$ cat src/rtl/prog_loader.sv
// Byte-serial instruction memory loader: takes a framed stream (length, word
// bytes high-first, XOR checksum) and writes 16-bit words at consecutive addresses.
module prog_loader #(
  parameter int                ADDR_W    = 8,
  parameter logic [ADDR_W-1:0] BASE_ADDR = '0
) (
  input  logic              clk,
  input  logic              rst,
  input  logic              start,
  input  logic [7:0]        byte_in,
  input  logic              byte_valid,
  output logic              byte_ready,
  output logic [ADDR_W-1:0] im_addr,
  output logic [15:0]       im_wdata,
  output logic              im_we,
  output logic              busy,
  output logic              done,
  output logic              err
);

  typedef enum logic [2:0] {
    S_IDLE, S_LEN, S_HI, S_LO, S_WRITE, S_CSUM, S_DONE, S_ERR
  } state_t;

  state_t            state_q, state_d;
  logic [7:0]        cnt_q, cnt_d;
  logic [7:0]        chk_q, chk_d;
  logic [7:0]        hi_q, hi_d;
  logic [ADDR_W-1:0] addr_q, addr_d;
  logic [15:0]       wdata_q, wdata_d;
  logic              we_q, we_d;
  logic              ready_q, ready_d;
  logic              busy_q, busy_d;
  logic              done_q, done_d;
  logic              err_q, err_d;
  logic              accept;

  assign accept = byte_valid && ready_q;

  always_comb begin
    state_d = state_q;
    cnt_d   = cnt_q;
    chk_d   = chk_q;
    hi_d    = hi_q;
    addr_d  = addr_q;
    wdata_d = wdata_q;
    we_d    = 1'b0;
    busy_d  = busy_q;
    done_d  = done_q;
    err_d   = err_q;

    case (state_q)
      S_IDLE, S_DONE, S_ERR: begin
        if (start) begin
          state_d = S_LEN;
          busy_d  = 1'b1;
          done_d  = 1'b0;
          err_d   = 1'b0;
          chk_d   = 8'h00;
          addr_d  = BASE_ADDR;
        end
      end
      S_LEN: begin
        if (accept) begin
          if (byte_in == 8'h00) begin
            state_d = S_ERR;
            busy_d  = 1'b0;
            err_d   = 1'b1;
          end else begin
            cnt_d   = byte_in;
            state_d = S_HI;
          end
        end
      end
      S_HI: begin
        if (accept) begin
          hi_d    = byte_in;
          chk_d   = chk_q ^ byte_in;
          state_d = S_LO;
        end
      end
      S_LO: begin
        if (accept) begin
          wdata_d = {hi_q, byte_in};
          chk_d   = chk_q ^ byte_in;
          we_d    = 1'b1;
          state_d = S_WRITE;
        end
      end
      S_WRITE: begin
        // The strobe is live this cycle; advance address/count for the next word.
        cnt_d   = cnt_q - 8'd1;
        addr_d  = addr_q + 1'b1;
        state_d = (cnt_q == 8'd1) ? S_CSUM : S_HI;
      end
      S_CSUM: begin
        if (accept) begin
          busy_d = 1'b0;
          if (byte_in == chk_q) begin
            state_d = S_DONE;
            done_d  = 1'b1;
          end else begin
            state_d = S_ERR;
            err_d   = 1'b1;
          end
        end
      end
      default: state_d = S_IDLE;
    endcase

    ready_d = (state_d == S_LEN) || (state_d == S_HI) ||
              (state_d == S_LO)  || (state_d == S_CSUM);
  end

  always_ff @(posedge clk) begin
    if (rst) begin
      state_q <= S_IDLE;
      cnt_q   <= '0;
      chk_q   <= '0;
      hi_q    <= '0;
      addr_q  <= BASE_ADDR;
      wdata_q <= '0;
      we_q    <= 1'b0;
      ready_q <= 1'b0;
      busy_q  <= 1'b0;
      done_q  <= 1'b0;
      err_q   <= 1'b0;
    end else begin
      state_q <= state_d;
      cnt_q   <= cnt_d;
      chk_q   <= chk_d;
      hi_q    <= hi_d;
      addr_q  <= addr_d;
      wdata_q <= wdata_d;
      we_q    <= we_d;
      ready_q <= ready_d;
      busy_q  <= busy_d;
      done_q  <= done_d;
      err_q   <= err_d;
    end
  end

  assign byte_ready = ready_q;
  assign im_addr    = addr_q;
  assign im_wdata   = wdata_q;
  assign im_we      = we_q;
  assign busy       = busy_q;
  assign done       = done_q;
  assign err        = err_q;

endmodule

$ cat config.mk
export PLATFORM = sky130hd
export DESIGN_NAME = prog_loader
export DESIGN_NICKNAME = d
export VERILOG_FILES = /design/src/rtl/prog_loader.sv
export SDC_FILE = /design/constraint.sdc
export NUM_CORES = 1
export LEC_CHECK = 0
export BUFFER_PORTS_ARGS = -buffer_cell sky130_fd_sc_hd__buf_4
export CORE_MARGIN = 3
export CORE_UTILIZATION = 50
export CTS_CLUSTER_SIZE = 14
export DETAILED_ROUTE_END_ITERATION = 10
export GPL_TIMING_DRIVEN = 0
export PLACE_DENSITY_LB_ADDON = 0.3
export SETUP_SLACK_MARGIN = 0.05
export SLEW_MARGIN = 20
export SYNTH_ARGS = -nofsm -noshare
export SYNTH_HDL_FRONTEND = slang
export SYNTH_SLANG_ARGS = --single-unit
$ cat constraint.sdc
create_clock -name clk -period 2.3 [get_ports clk]
set_input_delay 0.575 -clock clk [delete_from_list [all_inputs] [get_ports clk]]
set_output_delay 0.575 -clock clk [all_outputs]
set_load 0.005 [all_outputs]
## Word-level counts from Yosys, hierarchy flattened

Index checks and enable logic that the tools add are counted.

- Flip-flop bits (word level): 56
- Output and inout port bits: 29
- Logic and storage cells: 89

- Add/subtract/negate cells: 2
- Equal/unequal tests: 21
- Mux-type cells: 31
- Bitwise logic cells: 2
- Reductions and logical operators: 22

Operator list:

| operator | number |
|---|---|
| 8-bit one-hot mux with 2 select lines | 3 |
| 8-bit two-way mux | 4 |
| 3-bit two-way mux | 7 |
| 3-bit one-hot mux with 6 select lines | 1 |
| 3-bit == test, second input constant | 5 |
| 2-bit != test, second input constant | 7 |
| 1-bit two-way mux | 13 |
| 3-bit by 2-bit == test with 1-bit output, second input constant | 4 |
| 8-bit by 1-bit adder with 8-bit output, second input constant | 1 |
| 8-bit by 1-bit == test with 1-bit output, second input constant | 1 |
| 8-bit == test | 1 |
| 8-bit logical NOT | 1 |
| 2-bit nonzero test | 4 |
| 8-bit by 1-bit subtractor with 8-bit output, second input constant | 1 |
| 8-bit XOR | 1 |
| 3-bit by 1-bit == test with 1-bit output, second input constant | 2 |
| 1-bit one-hot mux with 3 select lines | 2 |
| 2-bit AND reduction | 3 |
| 3-bit AND reduction | 2 |
| 6-bit AND reduction | 1 |
| 5-bit AND reduction | 1 |
| 4-bit AND reduction | 1 |
| 2-bit OR reduction | 2 |
| 3-bit logical NOT | 1 |
| 7 further kinds | 9 |

## Longest topological paths before layout

Gate-level depths: netlist (run 1).

- Depth after elaboration: 8
- Mapped depth: 8
- Gate-level depth less buffers: 7

## Worst setup path after synthesis (run 1)

OpenSTA, ideal clock, no wires.

- Path type: input -> register
- From: input byte_in[0]
- To: register state_q[0]
- Setup time: 0.078 ns
- Arrival time: 1.937 ns
- Required time: 2.222 ns
- Slack: 0.286 ns
- Stages on the path: 6
- Buffers on the path: 1
- Cells stage by stage: buf_2 > or4_4 > or2_1 > o31ai_1 > a311oi_1 > nor3_1

- Longest elaborated chain between the ends: 4

RTL lines:

| element | line | source |
|---|---|---|
| start, declared | 10 | `input logic [7:0] byte_in,` |
| 8-bit == test or 8-bit logical NOT (tied branches) | 99, 65 |  |
| 1-bit two-way mux or 3-bit two-way mux (tied branches) | 99, 65 |  |
| 3-bit two-way mux, on equally long branches | 97, 64 |  |
| 3-bit one-hot mux with 6 select lines (*) | 52 | `case (state_q)` |
| end signal, assigned | 129 | `state_q <= state_d;` |
| end, declared | 25 | `state_t state_q, state_d;` |

Mark *: on every way between the ends. The rest lies on a longest branch, timed or not.
A chain may end at the register's enable or synchronous reset.

## Final worst setup path (run 1)

- From: register state_q[1]
- To: register wdata_q[9] (netlist: im_wdata[9])

- Longest elaborated chain between the ends: 2

RTL lines:

| element | line | source |
|---|---|---|
| 3-bit by 2-bit == test with 1-bit output | 52 |  |
| 2-bit AND reduction (no source line) | n/a |  |
| end signal, assigned | 134 | `wdata_q <= wdata_d;` |
| end, declared | 30 | `logic [15:0] wdata_q, wdata_d;` |

No other way between the ends.

==> summary.md, run 1 <==
The biggest area contributor in the post-synthesis netlist is sky130_fd_sc_hd__dfxtp_1. The number of different library cells used by synthesis comes to 48. The most frequent standard cell in the layout excluding fill and tap cells is sky130_fd_sc_hd__dfxtp_1.

The synthesized netlist devotes 21.46% of its cell area to compound gates. Yosys mapped a number of flops with a built-in enable equal to 0. After detailed routing, the number of vias per cell comes to 5.619.

The internal power of the cells totals 1.260 mW. The tools report the worst setup path endpoint as im_wdata[9]$_SDFFE_PP0P_. Leaving out fill and tap cells, the most frequent cells in the layout are sky130_fd_sc_hd__dfxtp_1, sky130_fd_sc_hd__nand2_1, sky130_fd_sc_hd__a21oi_1.

The tools report the capture point of the worst reg-to-reg path as im_wdata[9]$_SDFFE_PP0P_. The fraction of power spent switching nets is 26.85%. For this run, the leading register cell type out of synthesis is sky130_fd_sc_hd__dfxtp_1.

The chip width was 79.64 um; the number of top-level pins was 41. The logs give 454 for the filler-free cell count of the finished design and 0.20 ns for the setup slack of the worst register-to-register path. In this run the number of H-tree levels came out at 2. For the global-route total usage across every layer, the log shows 22.24%.

The logs give 476.7 MHz for the achievable clock frequency and 0 for the final-report max-slew violation count. The tools report the final count of hold timing violations as 0. The first detailed-routing pass took 4 iterations.

Number of synthesized register bits: 56. Of the total power, combinational logic draws 9.5%. The number of endpoints failing setup at the final stage is 0. Per report_power, the sequential group accounts for 57.4% of the total. The path class of the tightest hold or removal check is flop to flop. The tool flagged a number of max-cap violations equal to 0. The area of the core is 5172 sq um. The Yosys step of the flow raised 0 warnings. The logs give 35.64% for the global routing met2 resource utilization and 239 for the DRC marker count from the first detailed-route iteration.

Traced cell by cell, the critical path runs through clkbuf_1 -> inv_1 -> or3_1 -> clkbuf_1 -> clkbuf_1 -> nand2_1 -> a21oi_1. The power dissipated by switching net loads is 0.4624 mW, and the total grt overflow is 0. From bottom edge to top edge, the die measures 79.64 um.

Setup repair after global routing left no endpoint under its margin. Time the worst path needs with I/O delays and setup: 2.098 ns. The most numerous cell type found on the critical path is sky130_fd_sc_hd__clkbuf_1. The number of inserted diodes came out at 0. The number of nets handed over by synthesis was 355. Dividing the final minimum period by the clock period gives 91.20%. After Yosys synthesis, XOR and XNOR cells account for 2.584% of the synthesized area.

For the worst-skew pair, the clock arrives at the later sink with an insertion delay of 0.31 ns. The transition at the pin with the smallest max-transition slack came out at 0.8555 ns. In this run the static leakage power is 1.166 nW. The number of hold buffers added after CTS was 0.

The cell count after synthesis was 339; the clock network fraction of total power was 33.0%. Counting along the longest clock path gives a buffer depth of 2. The met3 layer usage reported by global route was 4.402%. The simple-gate share of the synthesized area came out at 24.09%. The number of antenna violations at the first check in global routing is 0, and the port buffer count is 37.

Of the total synthesized cell area, the portion taken by full adders, half adders and majority gates is 1.846%. The portion of synthesized cell area occupied by the leading cell type works out to 41.35%. After synthesis, the largest family of logic cells by area is simple AND/OR/NAND/NOR gates. The initial cell density of the core was 52.42%. The worst setup path is of the flop to flop kind.

The floorplan has 26 rows. The critical path's largest stage delay came out at 0.38 ns. The routed design has 6670 um of wire. Post-layout total power: 1.722 mW. Headroom to the max-slew limit came out at 42.65%. The clock sink total is 56, and the layout-stage area growth over the synthesis result is 17.58%. The synthesized netlist occupies a cell area of 2711 sq um. The tools report the number of vias after detailed routing as 2551.

The worst setup path is captured at a flop. The fraction of synthesized area in multiplexers was 4.615%. The slowest stage of the critical path belongs to the cell sky130_fd_sc_hd__dfxtp_1.

The count of cells along the worst register-to-register path was 7; the largest fanout of any net on the critical path was 10. After synthesis, the cell types taking the most area are sky130_fd_sc_hd__dfxtp_1, sky130_fd_sc_hd__a21oi_1, sky130_fd_sc_hd__nand2_1. The number of nets at the end of the flow came out at 399. In the final routed layout, each cell accounts on average for 14.69 um.

met2 is the most crowded layer. The final setup skew was 0.003213 ns; the total power divided by cell area was 540.2 nW/um^2. Routability-driven placement finished with a final weighted congestion of 0.9086. The tree is rooted in a sky130_fd_sc_hd__clkbuf_8. STA classifies the critical path startpoint as a flop. For the worst setup path, the data arrival time is 2.29 ns. After clock tree synthesis, the clock-pin slew on the worst setup and hold paths is 0.11 ns. DRC violation count after routing: 0. The die covers 6343 sq um. The final-layout setup total negative slack was 0 ns. For the worst setup path, the data required time is 2.49 ns. Counting the fill cells in the layout gives 457.

Counting the buffers created by CTS gives 5. The run finished with clean final reports. The layout cell share with drive strength beyond 1 works out to 16.93%. VDD sags by at most 0.0004382 V. The share of flip-flops with an asynchronous set or reset after synthesis came out at 0%.

The number of placed instances, taps included, is 446. For the estimated wirelength of the detail-placed design, the log shows 4817 um. The count of antenna-violating nets left after detailed routing came out at 0. For this run, global-route usage on met1 was measured as 30.01%. The average cell area after synthesis is 7.998 sq um. First element of the critical path: state_q[1]$_SDFF_PP0_.

The startpoint of the lowest-slack register-to-register path was state_q[1]$_SDFF_PP0_. Entering global routing, the biggest net connects 20 pins. The first global-routing pass estimated 11180 um of wire.

The number of global-route vias before repair is 2356. TritonCTS built the clock tree. Of the synthesized area, sequential elements account for 41.35%.
flip-flops by register name, summed over array words and instances, names as in the netlist, 3 cells and up:
signal,cells
hi_q,8
im_wdata,16
state_q,3
chk_q,8
cnt_q,8
im_addr,8
layout make-up:
class                      instances  area, sq um  share of cell area, %
multi-input combinational        256         1498                  46.98
clock inverter                     3        25.02                 0.7849
inverter                           7        26.28                 0.8242
timing repair buffer              37        277.8                  8.713
buffer                            20        83.83                  2.630
sequential                        56         1121                  35.16
tap                               70        87.58                  2.747
clock buffer                       5        68.82                  2.159
synthesized netlist by cell type (4+ instances only):
library cell               instances
sky130_fd_sc_hd__nand3b_1          9
sky130_fd_sc_hd__mux2i_1           8
sky130_fd_sc_hd__nor3_1            8
sky130_fd_sc_hd__nand3_1           9
sky130_fd_sc_hd__clkbuf_1         13
sky130_fd_sc_hd__a21oi_1          48
sky130_fd_sc_hd__nor2_1           32
sky130_fd_sc_hd__xor2_1            8
sky130_fd_sc_hd__nand2_1          54
sky130_fd_sc_hd__dfxtp_1          56
sky130_fd_sc_hd__ha_1              4
sky130_fd_sc_hd__inv_1             7
sky130_fd_sc_hd__buf_2             6
sky130_fd_sc_hd__nand2b_1          4
sky130_fd_sc_hd__o21ai_0          18
worst min-delay path by stage:
stage	from	to	slack [ns]	cells past startpoint
floorplan	hi_q[2]$_SDFFE_PP0P_	im_wdata[10]$_SDFFE_PP0P_	0.43	2
global placement	im_wdata[0]$_SDFFE_PP0P_	im_wdata[0]$_SDFFE_PP0P_	0.44	2
detailed placement	hi_q[5]$_SDFFE_PP0P_	im_wdata[13]$_SDFFE_PP0P_	0.44	2
CTS	im_wdata[0]$_SDFFE_PP0P_	im_wdata[0]$_SDFFE_PP0P_	0.46	2
global route	im_wdata[0]$_SDFFE_PP0P_	im_wdata[0]$_SDFFE_PP0P_	0.48	2
finish	im_wdata[0]$_SDFFE_PP0P_	im_wdata[0]$_SDFFE_PP0P_	0.46	2
cell families (layout without fill, tap and decap cells):
family                   after synthesis  in the layout
AO/OA/AOI/OAI                         96             96
multiplexers                          11             11
XOR/XNOR                               8              8
adder cells (fa/ha/maj)                4              4
buffers and inverters                 27             72
flip-flops                            56             56
AND/OR/NAND/NOR                      137            137
metal layers:
layer | vias to the layer above | share of wire (%)
li1 | 1280 | -
met5 | - | 0
met4 | 0 | 2.1
met2 | 85 | 46
met3 | 12 | 7.0
met1 | 1174 | 45
worst max-delay path: cells and delay by family, from the launching register on:
family                 cells  cell delay [ns]
buffers and inverters      4             1.01
AND/OR/NAND/NOR            2             0.50
flip-flops                 1             0.38
AO/OA/AOI/OAI              1             0.07
power groups by stage:
stage	Sequential (mW)	Combinational (mW)	Clock, mW
after floorplan	1.01	0.101	0
after global placement	1.01	0.158	0
after detailed placement	1.01	0.160	0
after CTS	0.989	0.160	0.579
after global routing	0.991	0.182	0.616
final	0.989	0.164	0.569
stage by stage:
stage | util, % | area (sq um) | hold WS (ns) | setup slack [ns]
after floorplan | - | 2711 | 0.4312 | 0.2856
after global placement | 59.48 | 3077 | 0.4434 | -0.04802
after detailed placement | 59.48 | 3077 | 0.4433 | -0.07512
after CTS | 61.30 | 3171 | 0.4638 | 0.1747
after global routing | 61.64 | 3188 | 0.4847 | 0.07191
final | 61.64 | 3188 | 0.4603 | 0.2023
what timing repair did:
| item | in CTS | in global routing |
|---|---|---|
| setup buffers | 0 | 0 |
| resized for setup | 0 | 4 |
| endpoints found under the setup margin | 0 | 15 |
Note: power is estimated with default switching activity, not from simulation.
==> inputs of run 2 (changes only) <==
Settings changed: ABC_AREA from default to 1, CTS_BUF_LIST from default to sky130_fd_sc_hd__clkbuf_4 sky130_fd_sc_hd__clkbuf_8 sky130_fd_sc_hd__clkbuf_16.
==> run 2 against run 1 <==
Compared with the run above:
- cell count rose by 14%
- clock skew rose by 0.013 ns
- sequential power rose by 32%
- global-route usage rose by 0.45 points
- critical path type unchanged
- largest cell class unchanged
==> summary.md, run 2 <==
The logs give 22.69% for the global-route total usage across every layer and 0 for the final count of hold timing violations. Setup repair after global routing left no endpoint under its margin. Measured against its own limit, the worst slew margin works out to 62.09%. The run finished with clean final reports.

The number of antenna violations at the first check in global routing is 0. The logs give 0 for the count of antenna-violating nets left after detailed routing and 0.0008326 V for the largest vdd supply drop. Based on the critical path, the design can be clocked at up to 574.9 MHz. The share of the Yosys chip area taken by registers is 40.47%. Once the clock tree was built, the resizer swapped 0 gates to a different size. The final wirelength is 6797 um.

The first global-routing pass estimated 11450 um of wire. The logs give 26 for the site row count and 0 for the buffers inserted during post-CTS setup optimization. The run gives 2695 as the number of vias after detailed routing. Critical path startpoint category: a flop.

The cell count after synthesis came out at 401. The tools report the DRC marker count from the first detailed-route iteration as 171. The tools report the number of buffers added to fix hold violations after cts as 0. The data arrival time of the critical path is 1.95 ns.

TritonCTS built the clock tree. The run gives 2770 sq um as the post-synth design cell area. The tools report the worst min-delay path endpoint as chk_q[3]$_SDFFE_PP0P_. The library cell used most frequently in the layout, excluding fill and tap cells, is sky130_fd_sc_hd__nand2_1. The wire-length estimate of the detail-placed layout is 4905 um.

The analysis attributes to cell leakage a power of 1.515 nW. The critical path is of the flop to flop type. The capture point of the worst reg-to-reg path was chk_q[5]$_SDFFE_PP0P_. In the final layout, the share of cells above drive strength 1 is 16.70%. The floorplan step defined a die boundary enclosing 6470 sq um. The time the worst path needs with I/O delays and setup was 1.739 ns; the average cell area after synthesis was 6.908 sq um.

The die is 80.44 um tall. The final-layout setup total negative slack came out at 0 ns. Along the worst hold path, the cell count comes to 2. The number of global-route vias before repair was 2534.

The tools report the kind of capture point of the worst setup path as a flop. Internal power comes to 2.021 mW. The later pin in the worst-skew pair is clocked with a latency of 0.32 ns.

In this run the power density over the cells is 1107 nW/um^2. Dividing the final minimum period by the clock period gives 75.62%. The count of buffers added on input and output ports is 40. During I/O placement, the number of pins put on the boundary was 41. The net count of the finished layout is 464.

The tools report the combinational cell fraction of total power as 47.1%. Entering global routing, the biggest net connects 21 pins. STA puts the critical path data required time at 2.51 ns. From synthesis to final layout, the design area changed by 17.52%.

Setup slack on the worst reg-to-reg path comes out at 0.56 ns. In the layout the commonest cells are sky130_fd_sc_hd__nand2_1, sky130_fd_sc_hd__nor2_1, sky130_fd_sc_hd__dfxtp_1. When the netlist entered floorplanning its net count stood at 417.

The final setup skew was 0.01593 ns; the number of levels the H-tree was split into was 2. The first detailed-routing pass took 6 iterations. Of the total power, registers draw 36.2%. 0 antenna diodes ended up in the layout. The clock network burns 16.6% of the power. The die is 80.44 um wide. The congestion estimate from routability-driven global placement came to 0.8959.

The count of flip-flops with a built-in enable after synthesis works out to 0. Clock tree synthesis found a total of 56 sinks. sky130_fd_sc_hd__dfxtp_1 takes more of the synthesized area than any other cell. At the pin with the least slew margin, the transition time is 0.5686 ns. After synthesis, the netlist uses 31 different library cells. TritonCTS created 5 clock buffers. Among all flip-flop cells after synthesis, the most frequent one is sky130_fd_sc_hd__dfxtp_1. The share of flip-flops with an asynchronous set or reset after synthesis came out at 0%. The largest fanout of any net on the critical path is 10. Setup violations remaining at the end of the flow were counted as 0. For this run the aggregate overflow at the end of global routing stands at 0. The final-report max-slew violation count was 0; the flip-flop count of the largest register, all copies and words added was 16. The via count normalized by instance count is 5.193. The path class of the tightest hold or removal check is flop to flop. The clock-pin transition on the worst setup and hold timing paths was 0.12 ns. The portion of synthesized cell area occupied by the leading cell type was 40.47%.

Number of synthesized register bits: 56. The number of buffers on the longest clock path is 2, and the fraction of power spent switching nets is 43.94%. Summed over all nets, the switching power comes to 1.584 mW.

The post-layout total power was 3.605 mW. The post-detailed-route wirelength per cell is 13.10 um, and the area of the core is 5238 sq um. The startpoint identified for the worst hold timing path is chk_q[3]$_SDFFE_PP0P_. Ranked by instance count, the synthesized netlist is headed by sky130_fd_sc_hd__nand2_1, sky130_fd_sc_hd__dfxtp_1, sky130_fd_sc_hd__nor2_1. The cell sitting at the root of the clock tree is a sky130_fd_sc_hd__clkbuf_8. The run gives 0 as the DRC violation count after routing. For this run, the number of Yosys warnings is 0.

The initial utilization of the core area, before any placement, comes to 52.89%. In the post-synthesis netlist, the biggest area contributors are sky130_fd_sc_hd__dfxtp_1, sky130_fd_sc_hd__nand2_1, sky130_fd_sc_hd__o21ai_0. The startpoint of the lowest-slack register-to-register path was state_q[2]$_SDFF_PP0_. The count of cells along the worst register-to-register path is 8. Yosys instantiated no cell more often than sky130_fd_sc_hd__nand2_1. Max capacitance violation total: 0.
-- run 2: cell types whose count changed after synthesis, moves of 5 or more --
cell	delta
sky130_fd_sc_hd__mux2i_1	-8
sky130_fd_sc_hd__nand2_2	+5
sky130_fd_sc_hd__nor3_1	-7
sky130_fd_sc_hd__xor2_1	-7
sky130_fd_sc_hd__nand2_1	+27
sky130_fd_sc_hd__nand3_1	+9
sky130_fd_sc_hd__clkbuf_1	-8
sky130_fd_sc_hd__nand3b_1	-7
sky130_fd_sc_hd__inv_2	+5
sky130_fd_sc_hd__inv_1	+36
sky130_fd_sc_hd__nor2_1	+24
sky130_fd_sc_hd__buf_2	-6
sky130_fd_sc_hd__o21ai_0	+30
-- run 2: worst max path at each step --
| stage | from | to | slack (ns) | depth (start not counted) |
|---|---|---|---|---|
| after floorplan | byte_in[6] | cnt_q[2]$_SDFFE_PP0P_ | 0.80 | 8 |
| after global placement | byte_in[5] | cnt_q[6]$_SDFFE_PP0P_ | 0.42 | 9 |
| after detailed placement | byte_in[6] | cnt_q[6]$_SDFFE_PP0P_ | 0.39 | 9 |
| after CTS | state_q[2]$_SDFF_PP0_ | chk_q[6]$_SDFFE_PP0P_ | 0.60 | 8 |
| after global routing | state_q[2]$_SDFF_PP0_ | chk_q[6]$_SDFFE_PP0P_ | 0.47 | 8 |
| final | state_q[2]$_SDFF_PP0_ | chk_q[5]$_SDFFE_PP0P_ | 0.56 | 8 |
-- run 2: layer usage --
| metal | global-route usage (%) | wire, um |
|---|---|---|
| met5 | 0 | 0 |
| met4 | 9.797 | 126 |
| met1 | 29.28 | 2960 |
| met3 | 3.924 | 466 |
| met2 | 37.09 | 3243 |
-- run 2: area by class of cell --
class / count / area [sq um]
repair buffers: 40 / 300.3
clock buffers: 5 / 68.82
flip-flops and latches: 56 / 1121
plain buffers: 12 / 86.33
clock inverters: 3 / 28.78
inverters: 50 / 187.7
fillers: 471 / 1982
well taps: 70 / 87.58
multi-input cells: 283 / 1375
-- run 2: kinds of logic after synthesis --
kind of cell	count (synthesis)	synth area share, %
xor gates and xnor gates	1	0.3162
and+or+nand+nor	175	28.18
buffers and inverters	62	9.891
AOI/OAI and AO/OA	103	19.33
DFF	56	40.47
adders and majority gates	4	1.807
-- run 2: worst max-delay path: stages, from the launching register on --
cell	delay (ns)
sky130_fd_sc_hd__dfxtp_1	0.39
sky130_fd_sc_hd__inv_2	0.13
sky130_fd_sc_hd__ha_1	0.21
sky130_fd_sc_hd__clkinv_1	0.24
sky130_fd_sc_hd__nand2_1	0.19
sky130_fd_sc_hd__nand3_4	0.13
sky130_fd_sc_hd__buf_6	0.16
sky130_fd_sc_hd__o21ai_1	0.12
sky130_fd_sc_hd__a21oi_1	0.05
-- run 2: power groups by stage --
stage / logic (mW) / registers [mW] / clock network [mW]
final: 1.70 / 1.31 / 0.599
after global routing: 1.93 / 1.33 / 0.640
after CTS: 1.69 / 1.30 / 0.608
after detailed placement: 1.68 / 1.33 / 0
after global placement: 1.63 / 1.32 / 0
after floorplan: 1.31 / 1.30 / 0
-- run 2: per-stage QoR --
stage	util [%]	instance area [sq um]	std cells	worst slack, ns	hold slack [ns]
6_report	62.16	3256	519	0.5607	0.4736
5_1_grt	62.16	3256	519	0.4747	0.4991
4_1_cts	62.16	3256	519	0.5988	0.4786
3_5_place_dp	60.30	3158	511	0.3938	0.4642
3_3_place_gp	60.30	3158	511	0.4192	0.4543
2_1_floorplan	-	2770	401	0.7995	0.4439
